### src/rtl/ram_ctrl_pkg.sv
// rtl/ram_ctrl_pkg.sv - shared encodings and defaults for the RAM port arbiter
package ram_ctrl_pkg;

  localparam int AW_DEF = 5;
  localparam int DW_DEF = 32;

  typedef enum logic [1:0] {
    ST_IDLE  = 2'd0,
    ST_ISSUE = 2'd1,
    ST_WAIT  = 2'd2
  } state_e;

  localparam logic OWN_A = 1'b0;
  localparam logic OWN_B = 1'b1;

endpackage

### src/rtl/rr_arb2.sv
// rtl/rr_arb2.sv - combinational two-way round-robin / fixed-priority pick
module rr_arb2
  import ram_ctrl_pkg::*;
(
  input  logic req_a,
  input  logic req_b,
  input  logic last_grant,
  input  logic fixed_prio,
  output logic sel,
  output logic valid
);

  always_comb begin
    valid = req_a | req_b;
    sel   = OWN_A;
    if (req_b && !req_a) begin
      sel = OWN_B;
    end else if (req_a && req_b && !fixed_prio && (last_grant == OWN_A)) begin
      sel = OWN_B;
    end
  end

endmodule

### src/rtl/ram_port_arbiter.sv
// rtl/ram_port_arbiter.sv - shares one synchronous single-port RAM between requesters A and B
module ram_port_arbiter
  import ram_ctrl_pkg::*;
#(
  parameter int AW         = AW_DEF,
  parameter int DW         = DW_DEF,
  parameter int FIXED_PRIO = 0
) (
  input  logic          clk,
  input  logic          rst,
  input  logic          a_req,
  input  logic          a_wena,
  input  logic [AW-1:0] a_addr,
  input  logic [DW-1:0] a_wdata,
  output logic          a_gnt,
  output logic          a_ack,
  output logic [DW-1:0] a_rdata,
  input  logic          b_req,
  input  logic          b_wena,
  input  logic [AW-1:0] b_addr,
  input  logic [DW-1:0] b_wdata,
  output logic          b_gnt,
  output logic          b_ack,
  output logic [DW-1:0] b_rdata,
  output logic          ram_ena,
  output logic          ram_wena,
  output logic [AW-1:0] ram_addr,
  output logic [DW-1:0] ram_data_in,
  input  logic [DW-1:0] ram_data_out,
  output logic          busy
);

  state_e        state_q, state_d;
  logic          owner_q, owner_d;
  logic          cmd_wena_q, cmd_wena_d;
  logic          last_grant_q, last_grant_d;
  logic          a_gnt_q, a_gnt_d, b_gnt_q, b_gnt_d;
  logic          a_ack_q, a_ack_d, b_ack_q, b_ack_d;
  logic [DW-1:0] a_rdata_q, a_rdata_d, b_rdata_q, b_rdata_d;
  logic          ram_ena_q, ram_ena_d, ram_wena_q, ram_wena_d;
  logic [AW-1:0] ram_addr_q, ram_addr_d;
  logic [DW-1:0] ram_data_in_q, ram_data_in_d;
  logic          busy_q, busy_d;

  logic arb_sel, arb_valid;

  rr_arb2 u_arb (
    .req_a      (a_req),
    .req_b      (b_req),
    .last_grant (last_grant_q),
    .fixed_prio (FIXED_PRIO != 0),
    .sel        (arb_sel),
    .valid      (arb_valid)
  );

  // ram_addr_q / ram_data_in_q double as the latched command and hold between accesses
  always_comb begin
    state_d       = state_q;
    owner_d       = owner_q;
    cmd_wena_d    = cmd_wena_q;
    last_grant_d  = last_grant_q;
    a_rdata_d     = a_rdata_q;
    b_rdata_d     = b_rdata_q;
    ram_addr_d    = ram_addr_q;
    ram_data_in_d = ram_data_in_q;
    a_gnt_d       = 1'b0;
    b_gnt_d       = 1'b0;
    a_ack_d       = 1'b0;
    b_ack_d       = 1'b0;
    ram_ena_d     = 1'b0;
    ram_wena_d    = 1'b0;
    case (state_q)
      ST_IDLE: begin
        if (arb_valid) begin
          owner_d      = arb_sel;
          last_grant_d = arb_sel;
          if (arb_sel == OWN_A) begin
            cmd_wena_d    = a_wena;
            ram_addr_d    = a_addr;
            ram_data_in_d = a_wdata;
            a_gnt_d       = 1'b1;
          end else begin
            cmd_wena_d    = b_wena;
            ram_addr_d    = b_addr;
            ram_data_in_d = b_wdata;
            b_gnt_d       = 1'b1;
          end
          ram_ena_d  = 1'b1;
          ram_wena_d = cmd_wena_d;
          state_d    = ST_ISSUE;
        end
      end
      ST_ISSUE: begin
        if (cmd_wena_q) begin
          a_ack_d = (owner_q == OWN_A);
          b_ack_d = (owner_q == OWN_B);
          state_d = ST_IDLE;
        end else begin
          state_d = ST_WAIT;
        end
      end
      ST_WAIT: begin
        if (owner_q == OWN_A) begin
          a_rdata_d = ram_data_out;
        end else begin
          b_rdata_d = ram_data_out;
        end
        a_ack_d = (owner_q == OWN_A);
        b_ack_d = (owner_q == OWN_B);
        state_d = ST_IDLE;
      end
      default: state_d = ST_IDLE;
    endcase
    busy_d = (state_d != ST_IDLE);
  end

  always_ff @(posedge clk or posedge rst) begin
    if (rst) begin
      state_q       <= ST_IDLE;
      owner_q       <= OWN_A;
      cmd_wena_q    <= 1'b0;
      last_grant_q  <= OWN_B;
      a_gnt_q       <= 1'b0;
      b_gnt_q       <= 1'b0;
      a_ack_q       <= 1'b0;
      b_ack_q       <= 1'b0;
      a_rdata_q     <= '0;
      b_rdata_q     <= '0;
      ram_ena_q     <= 1'b0;
      ram_wena_q    <= 1'b0;
      ram_addr_q    <= '0;
      ram_data_in_q <= '0;
      busy_q        <= 1'b0;
    end else begin
      state_q       <= state_d;
      owner_q       <= owner_d;
      cmd_wena_q    <= cmd_wena_d;
      last_grant_q  <= last_grant_d;
      a_gnt_q       <= a_gnt_d;
      b_gnt_q       <= b_gnt_d;
      a_ack_q       <= a_ack_d;
      b_ack_q       <= b_ack_d;
      a_rdata_q     <= a_rdata_d;
      b_rdata_q     <= b_rdata_d;
      ram_ena_q     <= ram_ena_d;
      ram_wena_q    <= ram_wena_d;
      ram_addr_q    <= ram_addr_d;
      ram_data_in_q <= ram_data_in_d;
      busy_q        <= busy_d;
    end
  end

  assign a_gnt       = a_gnt_q;
  assign b_gnt       = b_gnt_q;
  assign a_ack       = a_ack_q;
  assign b_ack       = b_ack_q;
  assign a_rdata     = a_rdata_q;
  assign b_rdata     = b_rdata_q;
  assign ram_ena     = ram_ena_q;
  assign ram_wena    = ram_wena_q;
  assign ram_addr    = ram_addr_q;
  assign ram_data_in = ram_data_in_q;
  assign busy        = busy_q;

endmodule

### config.mk
export PLATFORM = sky130hd
export DESIGN_NAME = ram_port_arbiter
export DESIGN_NICKNAME = d
export VERILOG_FILES = /design/src/rtl/ram_ctrl_pkg.sv /design/src/rtl/rr_arb2.sv /design/src/rtl/ram_port_arbiter.sv
export SDC_FILE = /design/constraint.sdc
export NUM_CORES = 1
export LEC_CHECK = 0
export ABC_AREA = 1
export CORE_AREA = 3 3 128 99
export CTS_CLUSTER_SIZE = 14
export DETAILED_ROUTE_END_ITERATION = 12
export DIE_AREA = 0 0 131 102
export HOLD_SLACK_MARGIN = 0.12
export PLACE_DENSITY = 0.8
export SYNTH_ARGS = -nofsm -noshare
export SYNTH_HDL_FRONTEND = slang
export SYNTH_HIERARCHICAL = 1
export SYNTH_SLANG_ARGS = --single-unit
### constraint.sdc
create_clock -name clk -period 5.65 [get_ports clk]
set_clock_uncertainty 0.2 [all_clocks]
set_input_delay 1.13 -clock clk [delete_from_list [all_inputs] [get_ports clk]]
set_output_delay 1.13 -clock clk [all_outputs]
set_load 0.1 [all_outputs]
== Yosys cells after proc, flatten, opt, wreduce, memory -nomap -nowiden ==
Cells that the tools add are included.

* Reduce and logical (&&, ||, !) cells: 9
* Bitwise logic cells: 3
* Multiplexer cells: 22
* Equality and inequality tests: 2

{| class="wikitable"
|+ Operators with widths
! kind !! number
|-
| $mux W32 || 1
|-
| $mux W1 || 15
|-
| $reduce_and A2 Y1 || 3
|-
| $mux W5 || 1
|-
| $mux W2 || 2
|-
| $pmux W1 S2 || 2
|-
| $pmux W2 S2 || 1
|-
| $logic_and A1 B1 Y1 || 3
|-
| $eq A2 B1 Y1 const B || 1
|-
| $eq A2 B2 Y1 const B || 1
|-
| $logic_not A2 Y1 || 1
|-
| $not A1 Y1 || 2
|-
| $reduce_bool A2 Y1 || 1
|-
| $logic_not A1 Y1 || 1
|-
| $or A1 B1 Y1 || 1
|}

* Output and inout bits: 108
* Bits in registers: 113
* Input bits: 112
* Logic and storage cells: 51

== Depth between registers and ports, before layout ==
Gate-level depths: netlist of run 1.

* Depth after elaboration: 7
* Mapped depth: 11

== Hierarchy ==
The synthesis of run 1 kept the hierarchy.

{| class="wikitable"
|+ By module, submodules not included
! module !! times used !! cells an instance !! area an instance (um^2)
|-
| ram_port_arbiter || 1 || 568 || 4774.6
|-
| rr_arb2 || 1 || 6 || 22.5
|}

== Least setup slack after synthesis of run 1 ==
No wires, ideal clock.

* Path type: reg-to-output
* From: register a_rdata_q[0], in the netlist a_rdata[0]
* To: output port a_rdata[0]
* Required time: 4320 ps
* Cell stages (with the launch flop): 1
* Slack: 3422 ps
* Data arrival time: 898 ps
* Path through: dfrtp_1

{| class="wikitable"
|+ RTL lines
! element !! RTL line !! text
|-
| from (decl) || ram_port_arbiter.sv:39 || <nowiki>logic [DW-1:0] a_rdata_q, a_rdata_d, b_rdata_q, b_rdata_d;</nowiki>
|-
| from (signal assigned) || ram_port_arbiter.sv:143 || <nowiki>a_rdata_q <= a_rdata_d;</nowiki>
|-
| to (decl) || ram_port_arbiter.sv:17 || <nowiki>output logic [DW-1:0] a_rdata,</nowiki>
|}

No word-level cell between the ends.

== Worst setup path after layout of run 1 ==
* From: register b_rdata_q[2], in the netlist b_rdata[2]
* To: output port b_rdata[2]

{| class="wikitable"
|+ RTL lines
! element !! RTL line !! text
|-
| from (decl) || ram_port_arbiter.sv:39 ||
|-
| from (signal assigned) || ram_port_arbiter.sv:144 || <nowiki>b_rdata_q <= b_rdata_d;</nowiki>
|-
| to (decl) || ram_port_arbiter.sv:24 || <nowiki>output logic [DW-1:0] b_rdata,</nowiki>
|}

No word-level cell between the ends.

==> summary.txt, run 1 <==
Floorplan
  – Core ar.: 11500 sq um
  – Die H: 102 um
  – Die Wd: 131 um
  – Die Area: 13400 sq um
  – Starting Density: 41.6%
  – I/O pin total: 220
  – Row count: 34

Routing
  – Vias per cell: 4.58
  – DRC viols: 0
  – Drt total wl: 13.3 mm
  – Iteration-0 DRC Markers: 260
  – Drt wl/cell: 13.8 um
  – Post-DRT Antenna Nets: 0
  – Pre-antenna DRT Iters: 5
  – Vias: 4403

Critical path
  – Critical path capture point type: primary output
  – Crit-path slowest cell: clkdlybuf4s50_1
  – CP Cell Sequence: clkdlybuf4s50_1
  – Max FO, Critical Path: 2
  – Worst Setup Start Kind: register
  – Critical Path Max Stage Delay: 1.15 ns
  – Crit-path leading delay family: buffers and inverters
  – Worst path bufs/invs: 1
  – CP Class: register to primary output
  – Required @ worst endpoint: 4.32 ns
  – CP arrival: 1.92 ns
  – FF-to-FF setup slack: 3.48 ns

Layout
  – Finished Layout Cells: 961
  – N_diodes: 0
  – Share of cells above drive strength 1: 6.63%
  – Area growth, synth to finish: 59.9%
  – # nets final: 903

GRT
  – Overflow after GRT: 0
  – Met3 usage in global routing: 5.17%
  – Antenna violations before repair: 0
  – First-pass GRT wire length: 21.2 mm
  – Met2 Resource Use GR: 33.7%
  – Vias in the first global route: 4415
  – All-Layer GR Usage: 20.1%
  – GRT busiest layer: met2
  – Pin count of the biggest net entering global routing: 78
  – GRT met1 Usage: 25.9%

Synthesis
  – Asr flop ratio synth: 100%
  – Post-synthesis sequential area ratio: 59.0%
  – Top cells by area, synth: dfrtp_1, nand2_1, o21ai_0
  – Main synth FF type: dfrtp_1
  – Ys Warns: 6
  – Yosys top cell by area: dfrtp_1
  – Number of synthesized flops with an enable pin: 0
  – Synth top cells by count: nand2_1, dfrtp_1, o21ai_0
  – Yosys cell types: 21
  – Synthesized Nets: 691
  – #FFs+latches synth: 113
  – Cell Area, Synth: 4800 sq um
  – Syn_area_per_cell: 8.36 sq um
  – Cell count after synthesis: 574
  – Yosys top cell area share: 58.4%
  – Count leader, synth: nand2_1

STA
  – Min Tclk post-route: 3.25 ns
  – Final worst slack: 2.40 ns
  – Setup violators final: 0
  – Final Slew Violations: 0
  – Unrepaired setup endpoints after global routing: false
  – Setup tns final: 0 ns
  – Period utilization: 57.5%
  – Worst Max-Slew Pin Slew: 1.03 ns
  – Hold WS: 0.274 ns
  – Endpoints failing hold: 0
  – Slew headroom: 30.9%
  – Fmax: 308 MHz

CTS
  – Clk buf depth: 2
  – Post CTS Setup Buffer Count: 0
  – TritonCTS clock tree: built
  – TritonCTS Buffers: 17
  – Worst-skew pair later-pin latency: 0.39 ns
  – H-tree levels: 4
  – Clock-pin slew on the worst setup and hold paths: 0.06 ns
  – Post-CTS sizing: 0
  – CTS root buffer: clkbuf_16
  – # clock sinks: 113
  – Cts hold-fix bufs: 0

Job
  – Max cap viols: 0

Min path
  – Hold Path Class: register to register

Status
  – Status: finished, final reports clean

Placed design
  – DPL Wire Length: 9.47 mm
  – Port Buffer Count: 219
  – GPL Wtd Cong: 0.799
  – Placed Cells: 929
  – Post-Place Worst Slack: 2.61 ns
stage by stage:
step	area, sq um	utilization (%)
detailed placement	7040	61.1
global placement	7040	61.1
CTS	7670	66.5
global route	7670	66.5
finish	7670	66.5
floorplan	4800	-
cell type report:
cell class / instances / area, sq um
clock buffer: 19 / 443
clock inverter: 13 / 184
fill: 919 / 3860
inverter: 45 / 174
multi-input combinational: 387 / 1620
sequential: 113 / 2830
tap: 162 / 203
timing repair buffer: 222 / 2210
logic make-up after synthesis:
group	after synthesis	synth area share [%]
other	1	0.0782
AOI/OAI and AO/OA	68	7.09
and+or+nand+nor	313	25.3
adders and majority gates	5	1.30
buffers and inverters	74	7.28
DFF	113	59.0
flip-flops by register name, summed over array words and instances, names as in the netlist, 2 cells and up:
register	count
a_rdata	32
ram_data_in	32
b_rdata	32
ram_addr	5
state_q	2
layer usage:
layer,wire [um],up-vias
li1,-,2162
met2,6490,165
met5,0,-
met1,5680,2064
met3,958,12
met4,149,0
placed cells by master, fill, tap and decap left out:
cell / n
inv_4: 2
nor2_1: 4
or2_2: 1
nor2_2: 1
clkbuf_1: 1
dfrtp_1: 112
clkinv_2: 3
bufinv_16: 4
nand2_1: 291
o21ai_0: 65
clkbuf_16: 17
inv_2: 2
nor3_1: 2
nand2_2: 12
ha_1: 5
nand3_1: 2
inv_6: 2
clkinvlp_4: 3
o21ai_1: 1
buf_4: 3
conb_1: 1
clkbuf_8: 1
a21oi_1: 2
dfstp_2: 1
clkinv_4: 1
inv_1: 41
clkdlybuf4s50_1: 219
final timing paths:
check / from / end / depth (start not counted)
max reg2reg: state_q[0] / a_rdata[0] / 4
min in group asynchronous: rst / ram_data_in[30] / 2
max in group asynchronous: rst / ram_data_in[27] / 3
min reg2reg: last_grant_q / last_grant_q / 2
max: b_rdata[2] / b_rdata[2] / 1
min: last_grant_q / last_grant_q / 2
Power of run 1 is not shown: default switching activity piles up to over one toggle a cycle in this logic, so the estimate is an artifact.
==> run 2, diff against run 1 <==
--- a/config.mk
+++ b/config.mk
@@ -6,12 +6,12 @@
 export NUM_CORES = 1
 export LEC_CHECK = 0
 export ABC_AREA = 1
-export CORE_AREA = 3 3 128 99
+export CORE_AREA = 3 3 134 104
 export CTS_CLUSTER_SIZE = 14
 export DETAILED_ROUTE_END_ITERATION = 12
-export DIE_AREA = 0 0 131 102
+export DIE_AREA = 0 0 137 107
 export HOLD_SLACK_MARGIN = 0.12
-export PLACE_DENSITY = 0.8
+export PLACE_DENSITY = 0.76
 export SYNTH_ARGS = -nofsm -noshare
 export SYNTH_HDL_FRONTEND = slang
 export SYNTH_HIERARCHICAL = 1
==> constraint.sdc (replaced) <==
create_clock -name clk -period 2.7 [get_ports clk]
set_clock_uncertainty 0.2 [all_clocks]
set_input_delay 0.54 -clock clk [delete_from_list [all_inputs] [get_ports clk]]
set_output_delay 0.54 -clock clk [all_outputs]
set_load 0.1 [all_outputs]
==> summary.txt, run 2 (synthesis gave the netlist of run 1 again) <==
CTS
  – Clock-pin slew on the worst setup and hold paths: 0.06 ns
  – CTS root buffer: clkbuf_16
  – Clk buf depth: 2
  – TritonCTS Buffers: 17
  – Cts hold-fix bufs: 0
  – TritonCTS clock tree: built
  – Worst-skew pair later-pin latency: 0.39 ns
  – Post-CTS sizing: 0
  – Post CTS Setup Buffer Count: 0
  – H-tree levels: 4
  – # clock sinks: 113

STA
  – Setup violators final: 0
  – Final worst slack: 0.816 ns
  – Min Tclk post-route: 1.88 ns
  – Unrepaired setup endpoints after global routing: false
  – Setup tns final: 0 ns
  – Endpoints failing hold: 0
  – Slew headroom: 58.5%
  – Worst Max-Slew Pin Slew: 0.623 ns
  – Period utilization: 69.8%
  – Final Slew Violations: 0
  – Fmax: 531 MHz

Routing
  – DRC viols: 0
  – Drt wl/cell: 13.1 um
  – Drt total wl: 12.8 mm
  – Iteration-0 DRC Markers: 209
  – Pre-antenna DRT Iters: 4
  – Post-DRT Antenna Nets: 0
  – Vias per cell: 4.44
  – Vias: 4332

Critical path
  – Worst Setup Start Kind: register
  – Critical path capture point type: register
  – CP Class: register to register
  – CP arrival: 1.98 ns
  – Max FO, Critical Path: 37
  – Required @ worst endpoint: 2.80 ns

Status
  – Status: finished, final reports clean

Floorplan
  – Die Wd: 137 um
  – Starting Density: 37.5%
  – Row count: 36
  – Die H: 107 um
  – I/O pin total: 220
  – Die Area: 14700 sq um
  – Core ar.: 12800 sq um

Job
  – Max cap viols: 0

GRT
  – All-Layer GR Usage: 17.8%
  – First-pass GRT wire length: 20.9 mm
  – Antenna violations before repair: 0
  – Pin count of the biggest net entering global routing: 114
  – Overflow after GRT: 0
  – Vias in the first global route: 4167

Layout
  – # nets final: 909
  – Share of cells above drive strength 1: 20.9%
  – Layout Utilization: 58.6%
  – N_diodes: 0
  – Most common cell after layout, fill and taps aside: nand2_1
  – Area growth, synth to finish: 56.4%
  – Most frequent cells in the layout: nand2_1, buf_4, dfrtp_1

Placed design
  – GPL Wtd Cong: 0.773
  – Port Buffer Count: 219
  – Post-Place Worst Slack: 0.488 ns
  – DPL Wire Length: 9.06 mm

Min path
  – Hold Path Class: register to register
## run 2: cell types whose count changed in the layout (fill, tap and decap cells not counted), sizes merged
cell and change:
inv -1, clkinvlp +2, clkinv -1, buf +114, clkdlybuf4s50 -108
## run 2: final cells by class
cell class	count	area (sq um)
tap	171	214
multi-input combinational	387	1620
clock buffer	19	453
inverter	45	175
fill	1176	5290
clock inverter	13	183
timing repair buffer	228	2030
sequential	113	2830
## run 2: per-stage QoR
step | hold WS, ns | std cells | instance area (sq um)
after global routing | 0.298 | 976 | 7500
final | 0.270 | 976 | 7500
after global placement | 0.258 | 944 | 6870
after CTS | 0.270 | 976 | 7500
after detailed placement | 0.264 | 944 | 6870
after floorplan | 0.246 | 574 | 4800
## run 2: worst paths after layout
| path | slack [ns] | cells after the start | startpoint | endpoint |
|---|---|---|---|---|
| worst max-delay path | 0.82 | 5 | state_q[0] | b_rdata[21] |
| worst min-delay path | 0.27 | 2 | last_grant_q | last_grant_q |
| worst max register to register | 0.82 | 5 | state_q[0] | b_rdata[21] |
| worst min register to register | 0.27 | 2 | last_grant_q | last_grant_q |
| max in group asynchronous | 1.37 | 3 | rst | state_q[0] |
| min in group asynchronous | 0.43 | 3 | rst | ram_data_in[8] |
## run 2: layer usage
| layer | wire length, um | up-vias | track usage [%] |
|---|---|---|---|
| met1 | 5650 | 1981 | 23.8 |
| met4 | 211 | 0 | 5.34 |
| met5 | 0 | - | 0 |
| met3 | 981 | 19 | 5.35 |
| li1 | - | 2180 | - |
| met2 | 5960 | 152 | 28.0 |
## run 2: critical path: stages, from the launching register on
cell,delay [ns]
dfrtp_1,0.40
inv_1,0.13
ha_1,0.23
nand2_2,0.32
buf_12,0.30
o21ai_0,0.20
Power of run 2 is left out for the same reason.
